[config.mk]
export PLATFORM = sky130hd
export DESIGN_NAME = lock_alarm_ctrl
export DESIGN_NICKNAME = d
export VERILOG_FILES = /design/src/rtl/lock_alarm_ctrl.sv
export SDC_FILE = /design/constraint.sdc
export NUM_CORES = 1
export LEC_CHECK = 0
export CORE_AREA = 2 2 39 41
export CTS_BUF_LIST = sky130_fd_sc_hd__clkbuf_4 sky130_fd_sc_hd__clkbuf_8 sky130_fd_sc_hd__clkbuf_16
export DETAILED_ROUTE_END_ITERATION = 8
export DIE_AREA = 0 0 41 43
export PLACE_DENSITY_LB_ADDON = 0.15
export SYNTH_ARGS = -nofsm -noshare
export SYNTH_HDL_FRONTEND = slang
export SYNTH_SLANG_ARGS = --single-unit
[constraint.sdc]
create_clock -name clk -period 2.8 [get_ports clk]
set_input_delay 0.56 -clock clk [delete_from_list [all_inputs] [get_ports clk]]
set_output_delay 0.56 -clock clk [all_outputs]
set_load 0.03 [all_outputs]
[src/rtl/lock_alarm_ctrl.sv]
// Lock/alarm controller: opens on a good code, locks out after repeated
// wrong codes, and times both states out on the tick timebase.
module lock_alarm_ctrl #(
  parameter int MAX_FAIL = 3,
  parameter int LOCK_SEC = 10,
  parameter int OPEN_SEC = 5
) (
  input  logic       clk,
  input  logic       rst,
  input  logic       attempt_valid,
  input  logic       attempt_ok,
  input  logic       tick,
  input  logic       relock,
  output logic       unlocked,
  output logic       alarm,
  output logic [1:0] fail_cnt,
  output logic [3:0] remaining
);

  typedef enum logic [1:0] {
    IDLE   = 2'd0,
    OPEN   = 2'd1,
    LOCKED = 2'd2
  } state_t;

  state_t     state, state_nx;
  logic       unlocked_nx, alarm_nx;
  logic [1:0] fail_nx;
  logic [3:0] rem_nx;
  logic [2:0] fail_inc;

  assign fail_inc = {1'b0, fail_cnt} + 3'd1;

  always_ff @(posedge clk) begin
    if (rst) begin
      state     <= IDLE;
      unlocked  <= 1'b0;
      alarm     <= 1'b0;
      fail_cnt  <= 2'd0;
      remaining <= 4'd0;
    end else begin
      state     <= state_nx;
      unlocked  <= unlocked_nx;
      alarm     <= alarm_nx;
      fail_cnt  <= fail_nx;
      remaining <= rem_nx;
    end
  end

  always_comb begin
    state_nx    = IDLE;
    fail_nx     = 2'd0;
    rem_nx      = 4'd0;
    unlocked_nx = 1'b0;
    alarm_nx    = 1'b0;
    unique case (state)
      IDLE: begin
        state_nx = IDLE;
        fail_nx  = fail_cnt;
        if (attempt_valid) begin
          if (attempt_ok) begin
            state_nx    = OPEN;
            rem_nx      = 4'(OPEN_SEC);
            fail_nx     = 2'd0;
            unlocked_nx = 1'b1;
          end else if (fail_inc >= 3'(MAX_FAIL)) begin
            state_nx = LOCKED;
            rem_nx   = 4'(LOCK_SEC);
            fail_nx  = 2'd0;
            alarm_nx = 1'b1;
          end else begin
            fail_nx = fail_inc[1:0];
          end
        end
      end
      OPEN: begin
        state_nx    = OPEN;
        rem_nx      = remaining;
        unlocked_nx = 1'b1;
        if (relock || (tick && remaining <= 4'd1)) begin
          state_nx    = IDLE;
          rem_nx      = 4'd0;
          unlocked_nx = 1'b0;
        end else if (tick) begin
          rem_nx = remaining - 4'd1;
        end
      end
      LOCKED: begin
        state_nx = LOCKED;
        rem_nx   = remaining;
        alarm_nx = 1'b1;
        if (tick && remaining <= 4'd1) begin
          state_nx = IDLE;
          rem_nx   = 4'd0;
          alarm_nx = 1'b0;
        end else if (tick) begin
          rem_nx = remaining - 4'd1;
        end
      end
      default: begin
        state_nx = IDLE;
      end
    endcase
  end

endmodule

# After elaboration in Yosys (flattened, before gate mapping)

Cells that the tools add are included.

Register bits: 10
Input bits: 6
Output and inout port bits: 8
Logic and storage cells: 40

Add/sub/neg operators: 2
$lt $le $gt $ge: 2
Equality and inequality tests: 2
Muxes and demuxes: 24
Bitwise gates (word level): 1
Reductions and logical operators: 4

Operators with widths:

| cell                                                | count |
|---|---|
| 2-to-1 mux 4 bit                                    | 6 |
| 2-to-1 mux 2 bit                                    | 6 |
| one-hot mux 4 bit (3 select lines)                  | 1 |
| 2-to-1 mux 1 bit                                    | 8 |
| one-hot mux 2 bit (3 select lines)                  | 1 |
| <= comparator 4 x 1 -> 1 bit, second input constant | 1 |
| one-hot mux 1 bit (2 select lines)                  | 2 |
| subtractor 4 x 1 -> 4 bit, second input constant    | 1 |
| adder 2 x 1 -> 3 bit, second input constant         | 1 |
| >= comparator 3 x 2 -> 1 bit, second input constant | 1 |
| == test 2 x 1 -> 1 bit, second input constant       | 1 |
| == test 2 bit, second input constant                | 1 |
| logical NOT 2 bit                                   | 1 |
| OR reduction 2 bit                                  | 1 |
| logical AND 1 bit                                   | 1 |
| logical OR 1 bit                                    | 1 |
| inverter 1 bit                                      | 1 |

# Longest topological paths before layout

Gate-level depths: netlist of run 1.

Word-level depth: 6
Mapped depth: 6
Gate-level depth less buffers: 6

# Worst setup path after synthesis of run 1

No wires, ideal clock.

Kind: reg-to-reg
Start: reg remaining[0]
End: reg remaining[0]
Library setup time: 0.115 ns
Arrival: 1.403 ns
Required time: 2.685 ns
Setup slack: 1.282 ns
Cell stages (with the launch flop): 6
Buffers on the path: 0
Path through: dfxtp_1 -> ha_1 -> nor2_1 -> o32ai_2 -> o21ai_0 -> and2_1

Longest elaborated chain between the ends: 5
Elaborated cells on any way between the ends: 8
Those cells by class: add/sub: 1; order compare: 1; mux: 4; reduce/logical: 2

RTL lines:

| what                                 | line   | source |
|---|---|---|
| start, declared                      | 17     | `output logic [3:0] remaining` |
| start signal, assigned               | 46     | `remaining <= rem_nx;` |
| <= comparator 4 x 1 -> 1 bit         | 80, 92 |  |
| logical AND 1 bit                    | 80, 92 |  |
| logical OR 1 bit                     | 80     | `if (relock \|\| (tick && remaining <= 4'd1)) begin` |
| 2-to-1 mux 4 bit                     | 80     |  |
| one-hot mux 4 bit (3 select lines) * | 56     | `unique case (state)` |

Mark *: on every way between the ends. The rest lies on a longest branch, timed or not.
A chain may end at the register's enable or synchronous reset.

# Worst setup path in the final report of run 1

Start: reg remaining[0]
End: out remaining[0]

No word-level cell between the ends.

==> summary.txt, run 1 <==
Synthesis
  – Post-synth net total: 61
  – Synthesized-area fraction occupied by ao, oa, aoi and oai cells: 16.8%
  – Share of synthesized area spent on multiplexers: 0%
  – Seq cells post-synth: 10
  – Fraction of the mapped netlist area in adder cells: 5.15%
  – Number of distinct library cells after synthesis: 20
  – Synthesized instance count: 53
  – Simple-Gate Fraction of Synth Area: 29.1%
  – Netlist area before placement: 485 um2
  – Sequential cell area fraction in the yosys report: 41.2%
  – Combinational family with the most area after synthesis: simple AND/OR/NAND/NOR gates
  – Synthesized area per cell: 9.16 um2
  – Yosys top cell by area: sky130_fd_sc_hd__dfxtp_1
  – Largest cells by area after synthesis: sky130_fd_sc_hd__dfxtp_1 41%, sky130_fd_sc_hd__a21oi_1 5.2%, sky130_fd_sc_hd__and2_1 5.2%, sky130_fd_sc_hd__ha_1 5.2%, sky130_fd_sc_hd__nor4b_4 4.9%
  – Area share of the largest cell type after synthesis: 41.2%
  – Warnings, synthesis: 0
  – XOR/XNOR share of the synthesized area: 5.41%

Final layout
  – Total of fill cells in the finished design: 135
  – Commonest non-fill, non-tap cells in the layout: 13 x sky130_fd_sc_hd__clkdlybuf4s50_1, 10 x sky130_fd_sc_hd__dfxtp_1, 5 x sky130_fd_sc_hd__a21oi_1
  – Ratio of cells with drive above 1 in the final layout: 8.70%
  – Area taken by multi-input logic gates: 274 um2
  – ANT cells: 0
  – Non-filler cells in the finished layout: 85
  – Most common library cell in the layout ignoring fill and taps: sky130_fd_sc_hd__clkdlybuf4s50_1
  – Sequential cell area in the final layout: 200 um2
  – Area growth from synthesis to final layout: 35.6%
  – Nets: 79

Floorplanning
  – Die footprint: 1760 um2
  – Initial cell density of the core: 35.1%
  – I/O pin total: 14
  – X dimension of the die: 41 um
  – Core Rows: 14
  – Die Span Y: 43 um
  – Core area: 1380 um2

Drt
  – Iteration count of the initial detailed-routing pass: 4
  – Post-Route M1 WL: 450 um
  – Via-per-instance ratio: 4.82
  – DR WL/cell: 10.7 um
  – Top routing layer in use: met3
  – Detailed Route WL: 907 um
  – Amount of wire on met2 after detailed routing: 422 um
  – DR DRC count: 0
  – DR WL met3: 33 um
  – Number of design-rule violations left by the first detailed-router iteration: 11
  – Antenna Nets Post-Route: 0
  – Via Count: 410

Critical path
  – Worst Path Arrival: 1410 ps
  – Slowest-stage cell, CP: sky130_fd_sc_hd__clkdlybuf4s50_1
  – List of cells traversed by the critical path: clkdlybuf4s50_1
  – Required time worst endpoint: 2240 ps
  – Critical Path Start Type: flip-flop
  – CP max stage delay: 710 ps
  – Kind of critical path: flip-flop to output pin
  – Crit path max-delay family: buffers and inverters
  – Worst Path Buf+Inv: 1
  – Largest fanout on the critical path: 5
  – Worst Setup End Kind: output pin

STA
  – Period utilization: 70.5%
  – Number of setup violations in the final report: 0
  – Count of pins over their slew limit: 0
  – Worst slew margin relative to its limit: 79.4%
  – RSZ-0062 raised after global routing: false
  – Clock tree skew after final layout: 0.269 ps
  – Worst Tran Pin Value: 309 ps
  – Final setup TNS: 0 ps
  – Number of endpoints with negative hold slack in the final report: 0
  – Maximum achievable frequency: 507 MHz
  – Clock period minus worst slack: 1970 ps

Place
  – Detailed-placement wirelength estimate: 691 um
  – Total placed cells including tap cells: 82
  – Final weighted congestion in routability-driven placement: 0.669
  – Number of port buffers: 13

Job
  – Count of maximum capacitance violations: 0

Clocking
  – TritonCTS clock tree: yes
  – Maximum clock insertion buffer count: 2
  – TritonCTS buffer count: 3
  – CTS Sinks: 10
  – Clock network latency to the later pin of the worst-skew pair: 250 ps
  – Clock slew at the register clock pins of the worst setup and hold paths: 60 ps
  – Clock root cell: sky130_fd_sc_hd__clkbuf_4
  – CTS H-tree depth: 1
  – Setup Buffers After CTS: 0
  – Post-cts resize count: 0
  – Number of buffers inserted for hold repair after clock tree synthesis: 0

Power
  – Overall power after layout: 0.289 mW
  – Leakage component of the power: 0.246 nW
  – Power density normalized to cell area: 439 nW/um2
  – Worst supply voltage drop on vdd: 0.000234 V

GRT
  – Maximum number of pins on one net before global-route repair: 8
  – Initial antenna violation count: 0
  – Wire length of the first global-routing pass: 1480 um
  – Vias in the first global route: 367
  – Overall Global Routing Usage: 12.8%
  – Grt total ovfl: 0

Hold path
  – Kind of path behind the tightest hold check: flip-flop to flip-flop

Status
  – Result of the run: completed
==> per-layer routing <==
| layer | vias up | global-route usage [%] |
|---|---|---|
| li1 | 220 | - |
| met1 | 183 | 17.0 |
| met2 | 7 | 15.9 |
| met3 | 0 | 3.14 |
| met4 | 0 | 12.0 |
| met5 | - | 0 |
==> path summary, 6_finish.rpt <==
kind	start	end	slack [ps]	depth (start not counted)
setup reg to reg	remaining[0]	remaining[2]	1390	5
hold reg to reg	state[1]	fail_cnt[1]	550	1
setup / recovery	remaining[0]	remaining[0]	830	1
hold / removal	state[1]	fail_cnt[1]	550	1
==> flip-flops by register name, indices dropped and copies added (netlist names) <==
name and flops:
unlocked 1, state 2, alarm 1, fail_cnt 2, remaining 4
==> logic make-up after synthesis <==
family                     after synthesis
xor gates and xnor gates                 3
buffers and inverters                    3
AOI/OAI and AO/OA                       13
adders and majority gates                2
and+or+nand+nor                         22
DFF                                     10
==> Yosys cell counts (all sizes together) <==
cell	count
dfxtp	10
nor3b	1
nor2	3
xor2	1
nand2b	1
nand3	2
o21ai	5
nand2	4
a21oi	5
or3	1
nor4	2
a22oi	2
xnor2	2
nor4b	1
o32ai	1
nor2b	3
and2	4
ha	2
inv	3
==> metrics by stage <==
| step | hold slack (ps) | cell area [um2] | worst slack [ps] | util (%) |
|---|---|---|---|---|
| 3_5_place_dp | 525 | 636 | 849 | 45.9 |
| 5_1_grt | 570 | 658 | 727 | 47.6 |
| 3_3_place_gp | 525 | 636 | 881 | 45.9 |
| 2_1_floorplan | 476 | 485 | 1280 | - |
| 4_1_cts | 535 | 658 | 809 | 47.6 |
| 6_report | 554 | 658 | 827 | 47.6 |
==> area by class of cell <==
class,instances,share of cell area [%]
multi-input cells,40,41.6
flip-flops and latches,10,30.4
repair buffers,13,19.8
clock buffers,3,3.42
well taps,16,3.04
inverters,3,1.71
==> power by group <==
| group | internal [mW] | leakage, nW | switching (mW) |
|---|---|---|---|
| Sequential | 0.147 | 0.0813 | 0.00511 |
| Combinational | 0.0243 | 0.151 | 0.0232 |
| Clock | 0.0492 | 0.0138 | 0.0407 |
(Power assumes the default switching activity.)
==> run 2, diff against run 1 <==
- clock period: 2.8 -> 1.83 ns (I/O delays scaled with it)
==> run 2 against run 1 <==
Global-route usage is 0.33 points higher. Routed wire length fell by 3.2%. Clock-buffer cell count stayed put. Highest routed layer unchanged. Non-clock buffer count increased by 1. Setup slack got worse by 720 ps. Register-to-register slack got worse by 970 ps. Core utilization up 0.72 points. Sequential cell count did not move. Combinational power up 55%. First-iteration DRC count decreased by 18%. Via count increased by 1.2%.
==> summary.txt, run 2 (synthesis gave the netlist of run 1 again) <==
STA
  – Clock tree skew after final layout: 4.55 ps
  – Number of setup violations in the final report: 0
  – Final setup TNS: 0 ps
  – Worst Tran Pin Value: 313 ps
  – Maximum achievable frequency: 579 MHz
  – Number of endpoints with negative hold slack in the final report: 0
  – Worst slew margin relative to its limit: 79.1%
  – Minimum hold slack: 539 ps
  – Count of pins over their slew limit: 0
  – Period utilization: 94.3%
  – Clock period minus worst slack: 1730 ps
  – RSZ-0062 raised after global routing: false

Drt
  – Via Count: 415
  – DR WL/cell: 10.2 um
  – Number of design-rule violations left by the first detailed-router iteration: 9
  – Iteration count of the initial detailed-routing pass: 4
  – Antenna Nets Post-Route: 0
  – Via-per-instance ratio: 4.83
  – DR DRC count: 0
  – Detailed Route WL: 878 um

Floorplanning
  – Initial cell density of the core: 35.1%
  – I/O pin total: 14
  – Core area: 1380 um2
  – Core Rows: 14
  – Die footprint: 1760 um2
  – Die Span Y: 43 um
  – X dimension of the die: 41 um

Final layout
  – Nets: 80
  – Area growth from synthesis to final layout: 37.6%
  – Register ranked first by flip-flop count: remaining
  – Largest registers: remaining x4, fail_cnt x2, state x2
  – Commonest non-fill, non-tap cells in the layout: 12 x sky130_fd_sc_hd__clkdlybuf4s50_1, 10 x sky130_fd_sc_hd__dfxtp_1, 5 x sky130_fd_sc_hd__a21oi_1
  – Ratio of cells with drive above 1 in the final layout: 10.0%
  – Number of flip-flops under the largest register name: 4
  – Most common library cell in the layout ignoring fill and taps: sky130_fd_sc_hd__clkdlybuf4s50_1
  – Total of fill cells in the finished design: 147
  – ANT cells: 0

Critical path
  – Kind of critical path: flip-flop to output pin
  – Worst Path Buf+Inv: 1
  – Critical register-to-register path startpoint: remaining[0]
  – Internal reg-to-reg setup slack: 420 ps
  – Slowest-stage cell, CP: sky130_fd_sc_hd__clkdlybuf4s50_1
  – CP Launch Point: remaining[2]
  – Depth of the worst register-to-register path: 5
  – CP max stage delay: 700 ps
  – List of cells traversed by the critical path: clkdlybuf4s50_1
  – Required time worst endpoint: 1460 ps
  – Reg2reg end: remaining[0]
  – Worst Setup End Kind: output pin
  – Critical Path Start Type: flip-flop
  – Destination of the critical timing path: remaining[2]
  – Worst Path Arrival: 1360 ps
  – Crit path max-delay family: buffers and inverters
  – Largest fanout on the critical path: 4
  – Total stage count of the critical path: 1

Place
  – Final weighted congestion in routability-driven placement: 0.689
  – Detailed-placement wirelength estimate: 712 um
  – Number of port buffers: 13

GRT
  – Maximum number of pins on one net before global-route repair: 8
  – Initial antenna violation count: 0
  – Overall Global Routing Usage: 13.1%
  – Grt total ovfl: 0
  – Wire length of the first global-routing pass: 1600 um
  – Vias in the first global route: 380

Power
  – Power density normalized to cell area: 665 nW/um2
  – Worst supply voltage drop on vdd: 0.000438 V
  – Overall power after layout: 0.444 mW
  – Leakage component of the power: 0.268 nW

Clocking
  – Setup Buffers After CTS: 0
  – Clock slew at the register clock pins of the worst setup and hold paths: 60 ps
  – Clock root cell: sky130_fd_sc_hd__clkbuf_4
  – TritonCTS clock tree: yes
  – CTS Sinks: 10
  – TritonCTS buffer count: 3
  – Clock network latency to the later pin of the worst-skew pair: 250 ps
  – CTS H-tree depth: 1
  – Maximum clock insertion buffer count: 2

Job
  – Count of maximum capacitance violations: 0

Hold path
  – Kind of path behind the tightest hold check: flip-flop to flip-flop

Status
  – Result of the run: completed
-- run 2: cell count changes in the layout (fill, tap and decap cells not counted), sizes merged --
cell	previous run	this run
buf	0	1
dlymetal6s2s	0	1
clkdlybuf4s50	13	12
-- run 2: layout make-up --
| cell class | count | area [um2] | share of cell area, % |
|---|---|---|---|
| multi-input cells | 40 | 274 | 41.0 |
| flip-flops and latches | 10 | 200 | 30.0 |
| repair buffers | 14 | 140 | 21.0 |
| clock buffers | 3 | 22.5 | 3.37 |
| well taps | 16 | 20.0 | 3.00 |
| inverters | 3 | 11.3 | 1.69 |
-- run 2: worst min path at each step --
stage                        to     start  depth (start not counted)  slack, ps
floorplan                 alarm       rst                          1        440
global placement    fail_cnt[0]  state[0]                          1        530
detailed placement  fail_cnt[1]  state[0]                          1        520
CTS                 fail_cnt[1]  state[0]                          1        540
global route        fail_cnt[0]  state[0]                          1        560
finish              fail_cnt[0]  state[0]                          1        540
-- run 2: power breakdown --
| group | leakage (nW) | switching (mW) | internal (mW) |
|---|---|---|---|
| clock network | 0.0138 | 0.0633 | 0.0753 |
| registers | 0.0813 | 0.00771 | 0.224 |
| logic | 0.173 | 0.0351 | 0.0384 |
| total | 0.268 | 0.106 | 0.338 |
-- run 2: metrics by stage --
| step | util, % | cells | area [um2] | setup WS, ps |
|---|---|---|---|---|
| global route | 48.3 | 86 | 668 | 34.8 |
| floorplan | - | 53 | 485 | 312 |
| CTS | 48.1 | 86 | 666 | 21.6 |
| finish | 48.3 | 86 | 668 | 104 |
| global placement | 46.5 | 83 | 643 | 198 |
| detailed placement | 46.5 | 83 | 643 | 189 |
-- run 2: timing repair --
item	4_1_cts	5_1_grt
hold buffers	0	0
endpoints found under the setup margin	0	1
gates resized for setup	0	1
-- run 2: per-layer routing --
layer / vias up / track usage [%] / share of wire (%)
met3: 0 / 4.71 / 5.5
met2: 9 / 18.8 / 49
li1: 222 / - / -
met1: 184 / 18.1 / 45
met4: 0 / 4.00 / 0
met5: - / 0 / 0
